--- src/rtl/sa_pkg.sv ---
`default_nettype none
// ============================================================================
//  Module      : sa_pkg
//  Description : Shared constants and the controller state type for the 4x4
//                output-stationary systolic array sequencer.
//  Revision    : 1.0 - initial release
// ============================================================================
package sa_pkg;

    localparam int SA_DIM       = 4;
    // Pipeline depth from the last beat to PE(3,3): skew plus array traversal
    localparam int DRAIN_CYCLES = 2*SA_DIM-1;
    localparam int DRAIN_CNT_W  = $clog2(DRAIN_CYCLES);

    typedef enum logic [2:0] {
        IDLE  = 3'd0,
        CLEAR = 3'd1,
        FEED  = 3'd2,
        DRAIN = 3'd3,
        OUT   = 3'd4
    } ctrl_state_t;

endpackage
`default_nettype wire

--- src/rtl/sa_skew_line.sv ---
`default_nettype none
// ============================================================================
//  Module      : sa_skew_line
//  Description : DEPTH-stage delay line with asynchronous clear, used to skew
//                one operand lane onto the array edge.
//  Revision    : 1.0 - initial release
// ============================================================================
module sa_skew_line #(
    parameter int WIDTH = 16,
    parameter int DEPTH = 1
) (
    input  logic             clk,
    input  logic             rstn,
    input  logic [WIDTH-1:0] i_data,
    output logic [WIDTH-1:0] o_data
);

    logic [WIDTH-1:0] r_stage [DEPTH];

    // Shift the lane by one stage per cycle; the last stage drives the array
    always_ff @(posedge clk or negedge rstn) begin
        if (!rstn) begin
            for (int i = 0; i < DEPTH; i++) begin
                r_stage[i] <= '0;
            end
        end else begin
            r_stage[0] <= i_data;
            for (int i = 1; i < DEPTH; i++) begin
                r_stage[i] <= r_stage[i-1];
            end
        end
    end

    assign o_data = r_stage[DEPTH-1];

endmodule
`default_nettype wire

--- src/rtl/systolic_ctrl.sv ---
`default_nettype none
// ============================================================================
//  Module      : systolic_ctrl
//  Description : Job sequencer for the 4x4 output-stationary systolic array:
//                accepts k-slices, skews them onto the array edges, drives
//                accumulator clear/enable, drains, then streams result rows.
//  Revision    : 1.0 - initial release
// ============================================================================
module systolic_ctrl
    import sa_pkg::*;
#(
    parameter int DATA_WIDTH = 16,
    parameter int ACC_WIDTH  = 64,
    parameter int K_MAX      = 256
) (
    input  logic                          clk,
    input  logic                          rstn,
    input  logic                          start_i,
    input  logic [$clog2(K_MAX+1)-1:0]    k_len_i,
    output logic                          busy_o,
    output logic                          done_o,
    input  logic                          op_vld_i,
    output logic                          op_rdy_o,
    input  logic [4*DATA_WIDTH-1:0]       op_a_i,
    input  logic [4*DATA_WIDTH-1:0]       op_b_i,
    output logic [DATA_WIDTH-1:0]         data_a_0_o,
    output logic [DATA_WIDTH-1:0]         data_a_1_o,
    output logic [DATA_WIDTH-1:0]         data_a_2_o,
    output logic [DATA_WIDTH-1:0]         data_a_3_o,
    output logic [DATA_WIDTH-1:0]         data_b_0_o,
    output logic [DATA_WIDTH-1:0]         data_b_1_o,
    output logic [DATA_WIDTH-1:0]         data_b_2_o,
    output logic [DATA_WIDTH-1:0]         data_b_3_o,
    output logic                          acc_en_o,
    output logic                          acc_clr_o,
    input  logic [16*ACC_WIDTH-1:0]       acc_i,
    output logic                          res_vld_o,
    input  logic                          res_rdy_i,
    output logic [4*ACC_WIDTH-1:0]        res_row_o,
    output logic [1:0]                    res_idx_o
);

    localparam int KW    = $clog2(K_MAX+1);
    localparam int ROW_W = SA_DIM*ACC_WIDTH;

    ctrl_state_t              r_state;
    ctrl_state_t              w_state_nxt;
    logic [KW-1:0]            r_k_len;
    logic [KW-1:0]            r_beat_cnt;
    logic [DRAIN_CNT_W-1:0]   r_drain_cnt;
    logic [1:0]               r_idx;

    logic                     w_beat;
    logic                     w_last_beat;
    logic                     w_drain_end;
    logic                     w_res_acc;
    logic [4*DATA_WIDTH-1:0]  w_a_push;
    logic [4*DATA_WIDTH-1:0]  w_b_push;
    logic [DATA_WIDTH-1:0]    w_a_skew [SA_DIM];
    logic [DATA_WIDTH-1:0]    w_b_skew [SA_DIM];
    logic [ROW_W-1:0]         w_acc_row [SA_DIM];

    assign w_beat      = (r_state == FEED) && op_vld_i;
    assign w_last_beat = w_beat && ((r_beat_cnt + KW'(1)) == r_k_len);
    assign w_drain_end = (r_state == DRAIN) &&
                         (r_drain_cnt == DRAIN_CNT_W'(DRAIN_CYCLES-1));
    assign w_res_acc   = (r_state == OUT) && res_rdy_i;

    // Non-beat cycles inject zeros: a zero operand contributes nothing, so
    // bubbles never disturb the diagonal alignment inside the array.
    assign w_a_push = w_beat ? op_a_i : '0;
    assign w_b_push = w_beat ? op_b_i : '0;

    // State register
    always_ff @(posedge clk or negedge rstn) begin
        if (!rstn) begin
            r_state <= IDLE;
        end else begin
            r_state <= w_state_nxt;
        end
    end

    // Job length latch, beat/drain counters and result row index
    always_ff @(posedge clk or negedge rstn) begin
        if (!rstn) begin
            r_k_len     <= '0;
            r_beat_cnt  <= '0;
            r_drain_cnt <= '0;
            r_idx       <= '0;
        end else begin
            if ((r_state == IDLE) && start_i) begin
                r_k_len <= k_len_i;
            end
            if (r_state == CLEAR) begin
                r_beat_cnt <= '0;
            end else if (w_beat) begin
                r_beat_cnt <= r_beat_cnt + KW'(1);
            end
            if (r_state == DRAIN) begin
                r_drain_cnt <= r_drain_cnt + DRAIN_CNT_W'(1);
            end else begin
                r_drain_cnt <= '0;
            end
            // Wraps back to 0 on the final row so the next job starts at row 0
            if (w_res_acc) begin
                r_idx <= r_idx + 2'd1;
            end
        end
    end

    // Next-state and control outputs
    always_comb begin
        w_state_nxt = r_state;
        busy_o      = 1'b1;
        done_o      = 1'b0;
        op_rdy_o    = 1'b0;
        acc_en_o    = 1'b0;
        acc_clr_o   = 1'b0;
        res_vld_o   = 1'b0;
        case (r_state)
            IDLE: begin
                busy_o = 1'b0;
                if (start_i) begin
                    w_state_nxt = CLEAR;
                end
            end
            CLEAR: begin
                acc_clr_o   = 1'b1;
                w_state_nxt = (r_k_len == '0) ? DRAIN : FEED;
            end
            FEED: begin
                op_rdy_o = 1'b1;
                acc_en_o = 1'b1;
                if (w_last_beat) begin
                    w_state_nxt = DRAIN;
                end
            end
            DRAIN: begin
                acc_en_o = 1'b1;
                if (w_drain_end) begin
                    w_state_nxt = OUT;
                end
            end
            OUT: begin
                res_vld_o = 1'b1;
                if (res_rdy_i && (r_idx == 2'd3)) begin
                    done_o      = 1'b1;
                    w_state_nxt = IDLE;
                end
            end
            default: begin
                w_state_nxt = IDLE;
            end
        endcase
    end

    // Lane r of A and lane c of B get r+1 / c+1 register stages
    for (genvar g = 0; g < SA_DIM; g++) begin : g_lane
        sa_skew_line #(
            .WIDTH (DATA_WIDTH),
            .DEPTH (g+1)
        ) u_skew_a (
            .clk    (clk),
            .rstn   (rstn),
            .i_data (w_a_push[g*DATA_WIDTH +: DATA_WIDTH]),
            .o_data (w_a_skew[g])
        );

        sa_skew_line #(
            .WIDTH (DATA_WIDTH),
            .DEPTH (g+1)
        ) u_skew_b (
            .clk    (clk),
            .rstn   (rstn),
            .i_data (w_b_push[g*DATA_WIDTH +: DATA_WIDTH]),
            .o_data (w_b_skew[g])
        );

        assign w_acc_row[g] = acc_i[g*ROW_W +: ROW_W];
    end

    assign data_a_0_o = w_a_skew[0];
    assign data_a_1_o = w_a_skew[1];
    assign data_a_2_o = w_a_skew[2];
    assign data_a_3_o = w_a_skew[3];
    assign data_b_0_o = w_b_skew[0];
    assign data_b_1_o = w_b_skew[1];
    assign data_b_2_o = w_b_skew[2];
    assign data_b_3_o = w_b_skew[3];

    // acc_en_o is low in OUT, so the selected row cannot move during a stall
    assign res_row_o = w_acc_row[r_idx];
    assign res_idx_o = r_idx;

endmodule
`default_nettype wire

--- config.mk ---
export PLATFORM = sky130hd
export DESIGN_NAME = systolic_ctrl
export DESIGN_NICKNAME = d
export VERILOG_FILES = /design/src/rtl/sa_pkg.sv /design/src/rtl/sa_skew_line.sv /design/src/rtl/systolic_ctrl.sv
export SDC_FILE = /design/constraint.sdc
export NUM_CORES = 1
export LEC_CHECK = 0
export ABC_AREA = 0
export BUFFER_PORTS_ARGS = -buffer_cell sky130_fd_sc_hd__buf_2
export CAP_MARGIN = 20
export CORE_AREA = 2 2 602 604
export DETAILED_ROUTE_END_ITERATION = 6
export DIE_AREA = 0 0 604 606
export GPL_TIMING_DRIVEN = 0
export HOLD_SLACK_MARGIN = 0.06
export SLEW_MARGIN = 40
export SYNTH_ARGS = -nofsm -noshare
export SYNTH_HDL_FRONTEND = slang
export SYNTH_SLANG_ARGS = --single-unit
--- constraint.sdc ---
create_clock -name clk -period 1.7 [get_ports clk]
set_input_delay 0.17 -clock clk [delete_from_list [all_inputs] [get_ports clk]]
set_output_delay 0.17 -clock clk [all_outputs]
set_load 0.01 [all_outputs]
==> results list, run 1 <==
* Status: complete, but fails checks
* Violations in the final reports: design-rule violations, negative setup slack
- Final number of max-transition violations: 0
- The count of nets left with antenna violations once routing finished came out at 0.
* Share of layout cells above drive strength 1: 0.747
* Overall die width: 604 um
* Synthesis Warnings: 0
* Final worst clock skew: 81.0 ps
- CTS tree: yes
- The share of total power dissipated in sequential elements is 0.370.
- Cell count after synthesis: 1023
- # IOs: 1558
* Internal power component: 17.9 mW
* Final hold violations: 0
- Via count: 21997
* Largest cells by area after synthesis: sky130_fd_sc_hd__dfrtp_1 (50%), sky130_fd_sc_hd__mux4_2 (33%), sky130_fd_sc_hd__buf_4 (5.4%)
* Switching part of the total: 0.329
- Peak clock frequency supported by timing: 372 MHz
- Of the total synthesized cell area, the portion taken by AND, OR, NAND and NOR gates is 0.0629.
* Count of hold-fix buffers inserted at cts: 141
* Total power: 26.7 mW
- Share of the core filled with cells: 0.105
- Across the VDD grid, the largest voltage drop is 0.665 mV.
- Global Route Usage Sum: 0.169
- Clock sink total: 346
- The die covers 366000 sq um.
- In this run the worst path has a maximum fanout of 8.
* Global route total overflow: 0
* Row count: 221
- Post-synth EDFFs: 0
- Mapped Nets: 2193
* Critical path endpoint category: output pin
* Synth unique cells: 42
- In the final design database the tool counted 3998 nets.
* Initial core utilization: 0.0478
* Share of flip-flops with an asynchronous set or reset after synthesis: 1.00
- Clock share of power: 0.344
* Arrival time at the worst endpoint: 2520 ps
- Mean post-synth cell area: 16.8 sq um
- Post-synthesis sequential area ratio: 0.503
* Crit path time final: 2690 ps
- FF+latch count, synth: 346
- In this run the worst hold path is classified as in -> async.
* Number of DRC violations after detailed routing: 62
- The worst setup path is launched from a register.
* Root buffer cell: sky130_fd_sc_hd__clkbuf_16
- Of the total synthesized cell area, the portion taken by XOR and XNOR cells is 0.00763.
- CP peak stage delay: 630 ps
- Fraction of power consumed by combinational cells: 0.285
- Summed over all cells, the static leakage comes to 16.1 nW.
- Setup slack on the critical path of the routed design comes to -989 ps.
* Area share of the largest cell type after synthesis: 0.503
- The fraction of the mapped netlist area in compound gates was 0.0116.
- The floorplan step defined a core boundary enclosing 360000 sq um.
* H-tree levels: 2
* Fill cell instance count of the final layout: 41341
- Clock-pin slew was measured on the worst setup and hold paths at 80 ps.
* Maximum number of pins on one net before global-route repair: 75
* Power Dens Cells: 707 nW/um^2
- Setup violations remaining at the end of the flow were counted as 317.
- Placer congestion estimate: 1.09
- Setup repair after global routing could not meet its margin everywhere.
- Dominant register cell in the synthesized netlist: sky130_fd_sc_hd__dfrtp_1
- Arithmetic-cell share of the synthesized area counting full adders, half adders and majority gates: 0.00291
- First-pass GRT wire length: 359000 um
* Share of the clock period used by the worst path after layout: 1.58
- CTS buffer count: 39
* Initial antenna violation count: 514
* Main combinational cell family by area after synthesis: multiplexers
- Summed over all instances, the cell type with the most area after synthesis is sky130_fd_sc_hd__dfrtp_1.
- After detailed routing, the average wire length per cell comes to 40.4 um.
- Input and output buffers added on the ports amount to 1557.
- Measured against its own limit, the worst slew margin works out to 0.627.
- From synthesis to final layout, the design area changed by 119%.
- Aggregate negative setup slack: -226300 ps
- Required @ worst endpoint: 1530 ps
- The first detailed-routing pass took 7 iterations.
- The cell area that synthesis handed to floorplanning was 17200 sq um.
* Transition time at the pin with the least slew margin: 559 ps
- The die is 606 um tall.
- Setup WS pre-CTS: -1810 ps
- No sink is reached through more buffers than the 3 on the longest clock path.
* Cell-by-cell trace of the critical path: buf_12, buf_16, buf_12, buf_16, mux4_2, buf_6
- Number of global-route vias before repair: 19282
- Detail Placement HPWL: 297000 um
- Across the run, the number of max-cap violations was 0.
- Measured against the total synthesized area, the mux share comes to 0.342.
- The clock reaches the later pin of the worst-skew pair after 690 ps.
- The worst setup path is of the reg -> out kind.
- Leaving out fill and tap cells, the most frequent cell in the layout is sky130_fd_sc_hd__buf_2.
* Via density: 2.76
- Final Routed Wirelength: 322000 um
- The slowest stage of the critical path belongs to the cell sky130_fd_sc_hd__mux4_2.
- Commonest non-fill, non-tap cells in the layout: sky130_fd_sc_hd__buf_2 (1362), sky130_fd_sc_hd__dfrtp_1 (344), sky130_fd_sc_hd__mux4_2 (256)
* Number of DRC markers after the initial detailed-route iteration: 2317
* Switch Pwr: 8.76 mW
power groups by stage:
stage / Combinational [mW] / Sequential (mW) / Clock, mW
after detailed placement: 6.95 / 10.0 / 0
after global routing: 8.03 / 10.0 / 9.82
final: 7.61 / 9.88 / 9.18
after global placement: 6.87 / 10.0 / 0
after floorplan: 2.35 / 9.93 / 0
after CTS: 7.62 / 9.88 / 9.57
per-stage QoR:
step                      area (sq um)  cells  hold WS (ps)
after detailed placement         31200   7380           166
after global routing             37500   7893          42.9
after CTS                        36300   7634         -49.2
after floorplan                  17200   1023          -126
final                            37700   7972          58.9
after global placement           31000   7374           332
sequential cells by signal, summed over array words and instances, names as in the netlist:
signal	flops
r_drain_cnt	3
r_state	3
r_beat_cnt	9
g_lane.u_skew_b.o_data	64
r_k_len	9
g_lane.u_skew_a.o_data	64
g_lane.u_skew_b.r_stage	96
res_idx_o	2
g_lane.u_skew_a.r_stage	96
cell usage after synthesis (all sizes together), types with 2 or more instances:
| cell type | number |
|---|---|
| and2 | 128 |
| nand3 | 2 |
| nor2b | 2 |
| mux2 | 10 |
| mux4 | 256 |
| xnor2 | 10 |
| buf | 157 |
| dfrtp | 346 |
| nand2 | 16 |
| a31oi | 2 |
| o31ai | 2 |
| nor2 | 13 |
| ha | 4 |
| nor3b | 2 |
| nand2b | 2 |
| o21ai | 10 |
| clkbuf | 17 |
| or3 | 2 |
| nand4 | 3 |
| inv | 6 |
| xor2 | 5 |
| a21oi | 11 |
| nor4 | 2 |
| and3 | 3 |
path summary, 6_finish.rpt:
kind / start / end / slack, ps / depth (start not counted)
worst max register to register: r_state[2] / g_lane[1].u_skew_a.r_stage[17] / -340 / 4
min in group clk: op_a_i[25] / g_lane[1].u_skew_a.r_stage[25] / 230 / 3
max in group asynchronous: rstn / g_lane[2].u_skew_b.r_stage[32] / 90 / 5
worst min-delay path: rstn / g_lane[0].u_skew_b.o_data[2] / 60 / 2
worst max-delay path: res_idx_o[0] / res_row_o[176] / -990 / 6
worst min register to register: g_lane[3].u_skew_a.r_stage[57] / g_lane[3].u_skew_a.r_stage[41] / 280 / 0
cell families after synthesis:
family                     Yosys count
AOI/OAI and AO/OA                   33
buffers and inverters              180
muxes                              267
xor gates and xnor gates            15
DFF                                346
adders and majority gates            4
and+or+nand+nor                    178
critical path: cells and delay by family (launching register included):
kind                   cells  cell delay, ps
buffers and inverters      5             780
multiplexers               1             630
flip-flops                 1             390
final cells by class:
class	instances	area, sq um	share of cell area
diodes	321	803	0.0213
clock buffers	52	1080	0.0288
plain buffers	167	1740	0.0461
inverters	6	22.5	0.000597
well taps	4794	6000	0.159
flip-flops and latches	346	8660	0.230
repair buffers	1771	11800	0.313
clock inverters	18	254	0.00673
multi-input cells	497	7350	0.195
metal layers:
layer,wire [um],track usage,vias to the layer above,part of all wire
met5,2070,0.0440,-,0.0064
met4,10400,0.0433,206,0.032
met3,51100,0.121,905,0.16
met2,146000,0.268,2412,0.45
met1,113000,0.175,10637,0.35
li1,-,-,7837,-
timing repair:
item | in CTS | in global routing
endpoints found under the setup margin | 320 | 413
setup buffers | 33 | 26
gates resized for setup | 482 | 150
cloned | 11 | 3
endpoints found under the hold margin | 386 | 49
Note: power is estimated with default switching activity, not from simulation.
==> run 2: changes to the inputs <==
--- a/config.mk
+++ b/config.mk
@@ -8,12 +8,13 @@
 export ABC_AREA = 0
 export BUFFER_PORTS_ARGS = -buffer_cell sky130_fd_sc_hd__buf_2
 export CAP_MARGIN = 20
-export CORE_AREA = 2 2 602 604
+export CORE_AREA = 2 2 600 602
 export DETAILED_ROUTE_END_ITERATION = 6
-export DIE_AREA = 0 0 604 606
+export DIE_AREA = 0 0 602 604
 export GPL_TIMING_DRIVEN = 0
 export HOLD_SLACK_MARGIN = 0.06
 export SLEW_MARGIN = 40
 export SYNTH_ARGS = -nofsm -noshare
 export SYNTH_HDL_FRONTEND = slang
+export SYNTH_HIERARCHICAL = 1
 export SYNTH_SLANG_ARGS = --single-unit
==> results list, run 2 <==
- Die Footprint: 364000 sq um
* Power Dens Cells: 1190 nW/um^2
- CP delay by family, top: buffers and inverters
* Initial antenna violation count: 538
- Sorting the synthesized cells by area gives the leading types as sky130_fd_sc_hd__dfrtp_1 (51%), sky130_fd_sc_hd__mux4_2 (34%), sky130_fd_sc_hd__and2_1 (4.7%).
* Status: complete, but fails checks
- In the synthesized netlist the dominant register cell turns out to be sky130_fd_sc_hd__dfrtp_1.
- Subtracting the final worst setup slack from the clock period gives 2650 ps.
- Area share of the largest cell type after synthesis: 0.507
- Router iterations before antenna repair: 5
- The checks that failed: negative setup slack.
* Synthesis Warnings: 6
- A synthesized cell averages 16.8 sq um.
- Fill cell instance count of the final layout: 40928
* Aggregate negative setup slack: -269450 ps
- For this block, the routed nets add up to 320000 um of wire.
- Library cell contributing the largest single delay on the critical path: sky130_fd_sc_hd__mux4_2
- For the pin with the worst max-slew slack, the measured transition is 481 ps.
* Peak clock frequency supported by timing: 378 MHz
- From bottom edge to top edge, the die measures 604 um.
- Top flop regs: g_lane.u_skew_a/r_stage: 96 flops, g_lane.u_skew_b/r_stage: 96 flops
- H-tree levels: 2
- Port buffering added 1557 buffers.
- The fraction of the mapped netlist area in compound gates came to 0.00858.
- Summing internal, switching and leakage power gives 46.5 mW.
- Of the cells placed in the final design, the portion with a size suffix greater than 1 is 0.783.
- The portion of synthesized area spent on multiplexers is 0.344.
- Data on the critical path arrives at its endpoint at 2480 ps.
- Number of DRC violations after detailed routing: 0
* # IOs: 1558
- Rel. slew slack: 0.682
- CP peak stage delay: 630 ps
- Row generation in the floorplan step produced 220 rows.
- In this run the deepest clock path goes through 3 buffers.
- Global Route Usage Sum: 0.168
* Share of flip-flops with an asynchronous set or reset after synthesis: 1.00
* Area of the mapped netlist: 17100 sq um
- For this run, the register share of the synthesized area comes to 0.507.
- Dominant cell type by area after synthesis: sky130_fd_sc_hd__dfrtp_1
- Detailed placement ended at an HPWL of 296000 um.
- Of the available clock period, the critical path in the final layout requires 1.56.
- The detail route stage leaves a number of antenna-violating nets equal to 0.
- STA classifies the critical path endpoint as an output pin.
- Commonest non-fill, non-tap cells in the layout: sky130_fd_sc_hd__buf_2 (1352), sky130_fd_sc_hd__dfrtp_1 (341), sky130_fd_sc_hd__mux4_2 (256)
- FF+latch count, synth: 346
* Final number of max-transition violations: 0
* Post-synth EDFFs: 0
- Biggest fanout along the worst timing path: 9
- Overall die width: 602 um
- Finish-stage setup viols: 496
- The final layout contains 4041 nets.
* Type of the worst setup path: reg -> out
- Total core area: 358000 sq um
- Setup repair after global routing could not meet its margin everywhere.
- The first routing iteration left 1957 violations.
- Required @ worst endpoint: 1530 ps
- Via density: 2.68
- Class of the worst hold path: in -> reg
- The worst setup path is launched from a register.
* Routed length per placed instance: 39.8 um
- Summed over all cells, the static leakage comes to 16.9 nW.
- Number of global-route vias before repair: 19403
- Cell count after synthesis: 1018
* Synth cell count leaders: sky130_fd_sc_hd__dfrtp_1 (346), sky130_fd_sc_hd__mux4_2 (256), sky130_fd_sc_hd__and2_1 (128), sky130_fd_sc_hd__buf_4 (101), sky130_fd_sc_hd__buf_2 (36)
* Global route total overflow: 0
* CTS tree: yes
* Area growth from synthesis to final layout: 129%
* Via count: 21575
- For the worst-skew pair, the clock arrives at the later sink with an insertion delay of 600 ps.
- When the netlist entered floorplanning its net count stood at 2188.
- Walking the worst path, the cells encountered are buf_12, buf_16, clkbuf_16, mux4_2, buf_6.
- In the post-route analysis, the smallest setup slack over all paths is -946 ps.
- Total buffers and inverters traversed by the critical path: 4
- The tool flagged a number of max-cap violations equal to 0.
- Post-CTS clock slew at the launch and capture registers of the worst setup and hold paths: 70 ps
- Maximum number of pins on one net before global-route repair: 73
* First-pass GRT wire length: 358000 um
* Share of the synthesized netlist area taken by xor and xnor gates: 0.00821
* Main combinational cell family by area after synthesis: multiplexers
- For this configuration, the core starts out at a cell density of 0.0477.
* CTS buffer count: 39
- Root buffer cell: sky130_fd_sc_hd__clkbuf_16
* Max rail drop VDD: 0.611 mV
- Synth Area in Simple Gates: 0.0643
- The library cell used most frequently in the layout, excluding fill and tap cells, is sky130_fd_sc_hd__buf_2.
* Final hold violations: 0
- The clock arrives with 37.3 ps of skew.
* Placer congestion estimate: 1.08
- Clock sink total: 346
* Synth unique cells: 40
- sky130_fd_sc_hd__dfrtp_1 is the most common cell in the netlist.
- Arithmetic-cell share of the synthesized area counting full adders, half adders and majority gates: 0.00293
## run 2: worst min-delay path, cell delays in order
cell and delay (ps):
sky130_fd_sc_hd__dlygate4sd3_1 520, sky130_fd_sc_hd__buf_2 90, sky130_fd_sc_hd__and2_1 100
## run 2: path summary, 6_finish.rpt
check                      depth (start not counted)  slack (ps)                              to                            from
max in group asynchronous                         11        -590   g_lane[3].u_skew_b/o_data[10]                            rstn
hold / removal                                     3         310    g_lane[0].u_skew_b/o_data[0]                       op_b_i[0]
setup reg to reg                                   8        -230  g_lane[1].u_skew_b/r_stage[24]                      r_state[1]
min in group asynchronous                          8         840    g_lane[2].u_skew_a/o_data[3]                            rstn
hold reg to reg                                    0         330    g_lane[3].u_skew_b/o_data[0]  g_lane[3].u_skew_b/r_stage[16]
setup / recovery                                   5        -950                  res_row_o[133]                    res_idx_o[0]
## run 2: area by class of cell
class                      instances  area [sq um]  share of cell area
antenna                          372           931              0.0238
buffer                           172          1980              0.0507
clock buffer                      43          1010              0.0259
clock inverter                    28           294             0.00753
inverter                           5          18.8            0.000481
multi-input combinational        494          7590               0.194
sequential                       346          8660               0.222
tap                             4773          5970               0.153
timing repair buffer            1813         12600               0.322
## run 2: repair_timing
| item | 4_1_cts | 5_1_grt |
|---|---|---|
| pin swaps | 0 | 60 |
| hold buffers | 147 | 1 |
| endpoints found under the setup margin | 389 | 544 |
| buffers inserted | 33 | 45 |
| gates resized for setup | 504 | 306 |
| cloned | 18 | 14 |
| endpoints found under the hold margin | 301 | 155 |
## run 2: kinds of logic after synthesis
| logic type | Yosys count |
|---|---|
| flops | 346 |
| buf+inv | 178 |
| mux | 265 |
| compound gates | 24 |
| simple gates | 185 |
| fa+ha+maj | 4 |
| xor+xnor | 16 |
## run 2: metrics by stage
stage / hold WS, ps / instance area [sq um] / util / setup slack [ps] / instances
after floorplan: -126 / 17100 / - / -67.8 / 1018
after global placement: 331 / 30900 / 0.0864 / -6950 / 7348
after detailed placement: 55.3 / 31000 / 0.0868 / -1440 / 7353
after CTS: 242 / 36500 / 0.102 / -1010 / 7621
after global routing: 293 / 38500 / 0.108 / -993 / 7807
final: 311 / 39100 / 0.109 / -946 / 8046
## run 2: report_power, final
group          internal, mW  switching, mW  leakage (nW)  total, mW
Combinational          13.1           14.3          11.7       27.5
Sequential             9.61          0.577          4.56       10.2
Clock                  4.89           3.91         0.636       8.80
## run 2: per-layer routing
layer | vias to the layer above | global-route usage | share of wire
li1 | 7948 | - | -
met1 | 10568 | 0.176 | 0.35
met2 | 2082 | 0.272 | 0.46
met3 | 799 | 0.112 | 0.15
met4 | 178 | 0.0484 | 0.040
met5 | - | 0.00832 | 0.0037
==> run 3: changes to the inputs <==
--- a/config.mk
+++ b/config.mk
@@ -8,9 +8,9 @@
 export ABC_AREA = 0
 export BUFFER_PORTS_ARGS = -buffer_cell sky130_fd_sc_hd__buf_2
 export CAP_MARGIN = 20
-export CORE_AREA = 2 2 600 602
+export CORE_AREA = 3 3 601 603
 export DETAILED_ROUTE_END_ITERATION = 6
-export DIE_AREA = 0 0 602 604
+export DIE_AREA = 0 0 604 606
 export GPL_TIMING_DRIVEN = 0
 export HOLD_SLACK_MARGIN = 0.06
 export SLEW_MARGIN = 40
==> constraint.sdc (replaced) <==
create_clock -name clk -period 3 [get_ports clk]
set_input_delay 0.3 -clock clk [delete_from_list [all_inputs] [get_ports clk]]
set_output_delay 0.3 -clock clk [all_outputs]
set_load 0.01 [all_outputs]
==> results list, run 3 (synthesis results as in run 2) <==
- From synthesis to final layout, the design area changed by 101%.
- Share of the clock period used by the worst path after layout: 0.968
- The library cell used most frequently in the layout, excluding fill and tap cells, is sky130_fd_sc_hd__buf_2.
- The wire-length estimate of the detail-placed layout is 308000 um.
- The initial utilization of the core area, before any placement, comes to 0.0480.
* Count of port buffers added during placement: 1557
- Critical path endpoint category: output pin
- OpenSTA, run right after detailed placement, puts the worst setup slack at -1090 ps.
- Routed length per placed instance: 42.3 um
* Router iterations before antenna repair: 5
- Initial antenna violation count: 567
- The final route contains 21299 vias.
- Across the routed clock network, the largest skew measured is 27.3 ps.
- Overall die width: 604 um
* CTS buffer count: 35
* Top flop regs: g_lane.u_skew_a/r_stage: 96 flops, g_lane.u_skew_b/r_stage: 96 flops
* Worst-Skew Late Latency: 550 ps
* Critical path startpoint category: register
- Entering global routing, the biggest net connects 74 pins.
- Fill cell instance count of the final layout: 41225
- Crit path time final: 2900 ps
- The min-delay analysis places its worst path in the category in -> reg.
* Via density: 2.76
- Startpoint of the worst register-to-register path: r_state[1]
* Global Route Usage Sum: 0.170
- With fillers left out, the area of the finished cells amounts to 34400 sq um.
- The worst pin sits at a relative slew slack of 0.436.
* Final number of max-transition violations: 0
* Type of the worst setup path: reg -> out
- Final Routed Wirelength: 326000 um
- The slowest stage of the critical path is the sky130_fd_sc_hd__mux4_2 cell.
* Finish-stage setup viols: 0
* Status: complete, no violations
- Transition time at the pin with the least slew margin: 844 ps
* Worst setup slack after layout: 97.4 ps
- Summed over all failing endpoints, the final setup total negative slack is 0 ps.
- Clock sink total: 346
* First-pass GRT wire length: 365000 um
- Summing all multi-input logic gate instances after layout gives 7300 sq um.
- Most numerous cell on the critical path: sky130_fd_sc_hd__buf_16
* Row count: 219
- Share of layout cells above drive strength 1: 0.745
- Maximum buffer depth of the clock tree: 3
- Number of DRC violations after detailed routing: 0
* Number of max-cap violations: 0
- Area post-placement: 31000 sq um
* Global route total overflow: 0
- The floorplan step defined a die boundary enclosing 366000 sq um.
* Peak clock frequency supported by timing: 345 MHz
* Root buffer cell: sky130_fd_sc_hd__clkbuf_16
* Die extent in y: 606 um
* Worst hold start: res_rdy_i
* Critical path startpoint: res_idx_o[1]
- STA puts the critical path data required time at 2700 ps.
- Arrival time at the worst endpoint: 2600 ps
* Lkg Pwr: 15.2 nW
- Number of antenna-violating nets in the routed design: 0
- CTS tree: yes
* Biggest fanout along the worst timing path: 10
- Post-route worst hold slack: 105 ps
* Total core area: 356000 sq um
- Cell-by-cell trace of the critical path: clkbuf_4, buf_16, buf_16, buf_4, mux4_2, buf_2
- The design draws 22.9 mW.
- The via count of the first global-routing pass came to 19129.
- CP peak stage delay: 450 ps
* Commonest non-fill, non-tap cells in the layout: sky130_fd_sc_hd__buf_2 (1548), sky130_fd_sc_hd__dfrtp_1 (345), sky130_fd_sc_hd__mux4_2 (256)
- The H-tree was split into 2 levels.
- Placer congestion estimate: 1.09
- In this run the count of I/O pins placed on the die edge is 1558.
- After clock tree synthesis, the clock-pin slew on the worst setup and hold paths is 70 ps.
* Max rail drop VDD: 0.439 mV
- In this run the power density over the cells is 667 nW/um^2.
- The sequential cells in the finished layout cover a total of 8660 sq um.
- The net count of the finished layout is 3919.
- Number of DRC markers after the initial detailed-route iteration: 2052
- Final hold violations: 0
## run 3: cell types whose count changed in the layout (fill, tap and decap cells not counted), moves of 15 or more
cell                            previous run  this run
sky130_fd_sc_hd__buf_2                  1352      1548
sky130_fd_sc_hd__buf_6                   207        14
sky130_fd_sc_hd__diode_2                 372       191
sky130_fd_sc_hd__and2_1                   64       128
sky130_fd_sc_hd__buf_12                   67         4
sky130_fd_sc_hd__and2_4                   60         0
sky130_fd_sc_hd__clkbuf_16                58        36
sky130_fd_sc_hd__buf_8                    23         4
sky130_fd_sc_hd__buf_16                   27        11
sky130_fd_sc_hd__clkbuf_2                  2        18
sky130_fd_sc_hd__dlygate4sd3_1           141       126
## run 3: final timing paths
path	to	slack [ps]	cells after the start
setup / recovery	res_row_o[148]	100	6
max in group asynchronous	g_lane[2].u_skew_b/o_data[7]	1050	6
min in group asynchronous	g_lane[1].u_skew_b/r_stage[19]	200	2
setup reg to reg	g_lane[1].u_skew_a/r_stage[17]	1000	6
hold reg to reg	g_lane[3].u_skew_a/o_data[15]	330	0
hold / removal	r_state[2]	110	3
## run 3: what timing repair did
item                                    CTS  global route
buffers inserted                          2             0
hold buffers                            124             2
endpoints found under the setup margin  256            42
cloned                                    1             0
resized for setup                       111            12
hold endpoints to repair                282             2
## run 3: layout make-up
| type | count | area share |
|---|---|---|
| Timing Repair Buffer | 1694 | 0.273 |
| Inverter | 5 | 0.000546 |
| Clock buffer | 47 | 0.0288 |
| Tap cell | 4751 | 0.173 |
| Multi-Input combinational cell | 494 | 0.212 |
| Buffer | 173 | 0.0405 |
| Antenna cell | 191 | 0.0139 |
| Clock inverter | 14 | 0.00568 |
| Sequential cell | 346 | 0.252 |
## run 3: critical path: cells and delay by family, from the launching register on
kind,cells,cell delay [ps]
buffers and inverters,5,1120
flip-flops,1,380
multiplexers,1,450
## run 3: per-stage QoR
stage,utilization,std cells
detailed placement,0.0872,7334
CTS,0.0951,7522
global placement,0.0866,7326
finish,0.0966,7715
floorplan,-,1018
global route,0.0959,7626
## run 3: per-layer routing
layer / part of all wire / track usage / wire length, um
met1: 0.37 / 0.187 / 119000
met2: 0.45 / 0.272 / 146000
met5: 0.0053 / 0.00457 / 1720
met4: 0.040 / 0.0456 / 13000
met3: 0.14 / 0.108 / 46000
## run 3: power breakdown
group	switching (mW)	internal, mW	total [mW]	leakage, nW
Sequential	0.319	5.45	5.76	4.56
Combinational	7.91	4.63	12.5	10.0
Clock	1.93	2.69	4.62	0.589
Total	10.2	12.8	22.9	15.2
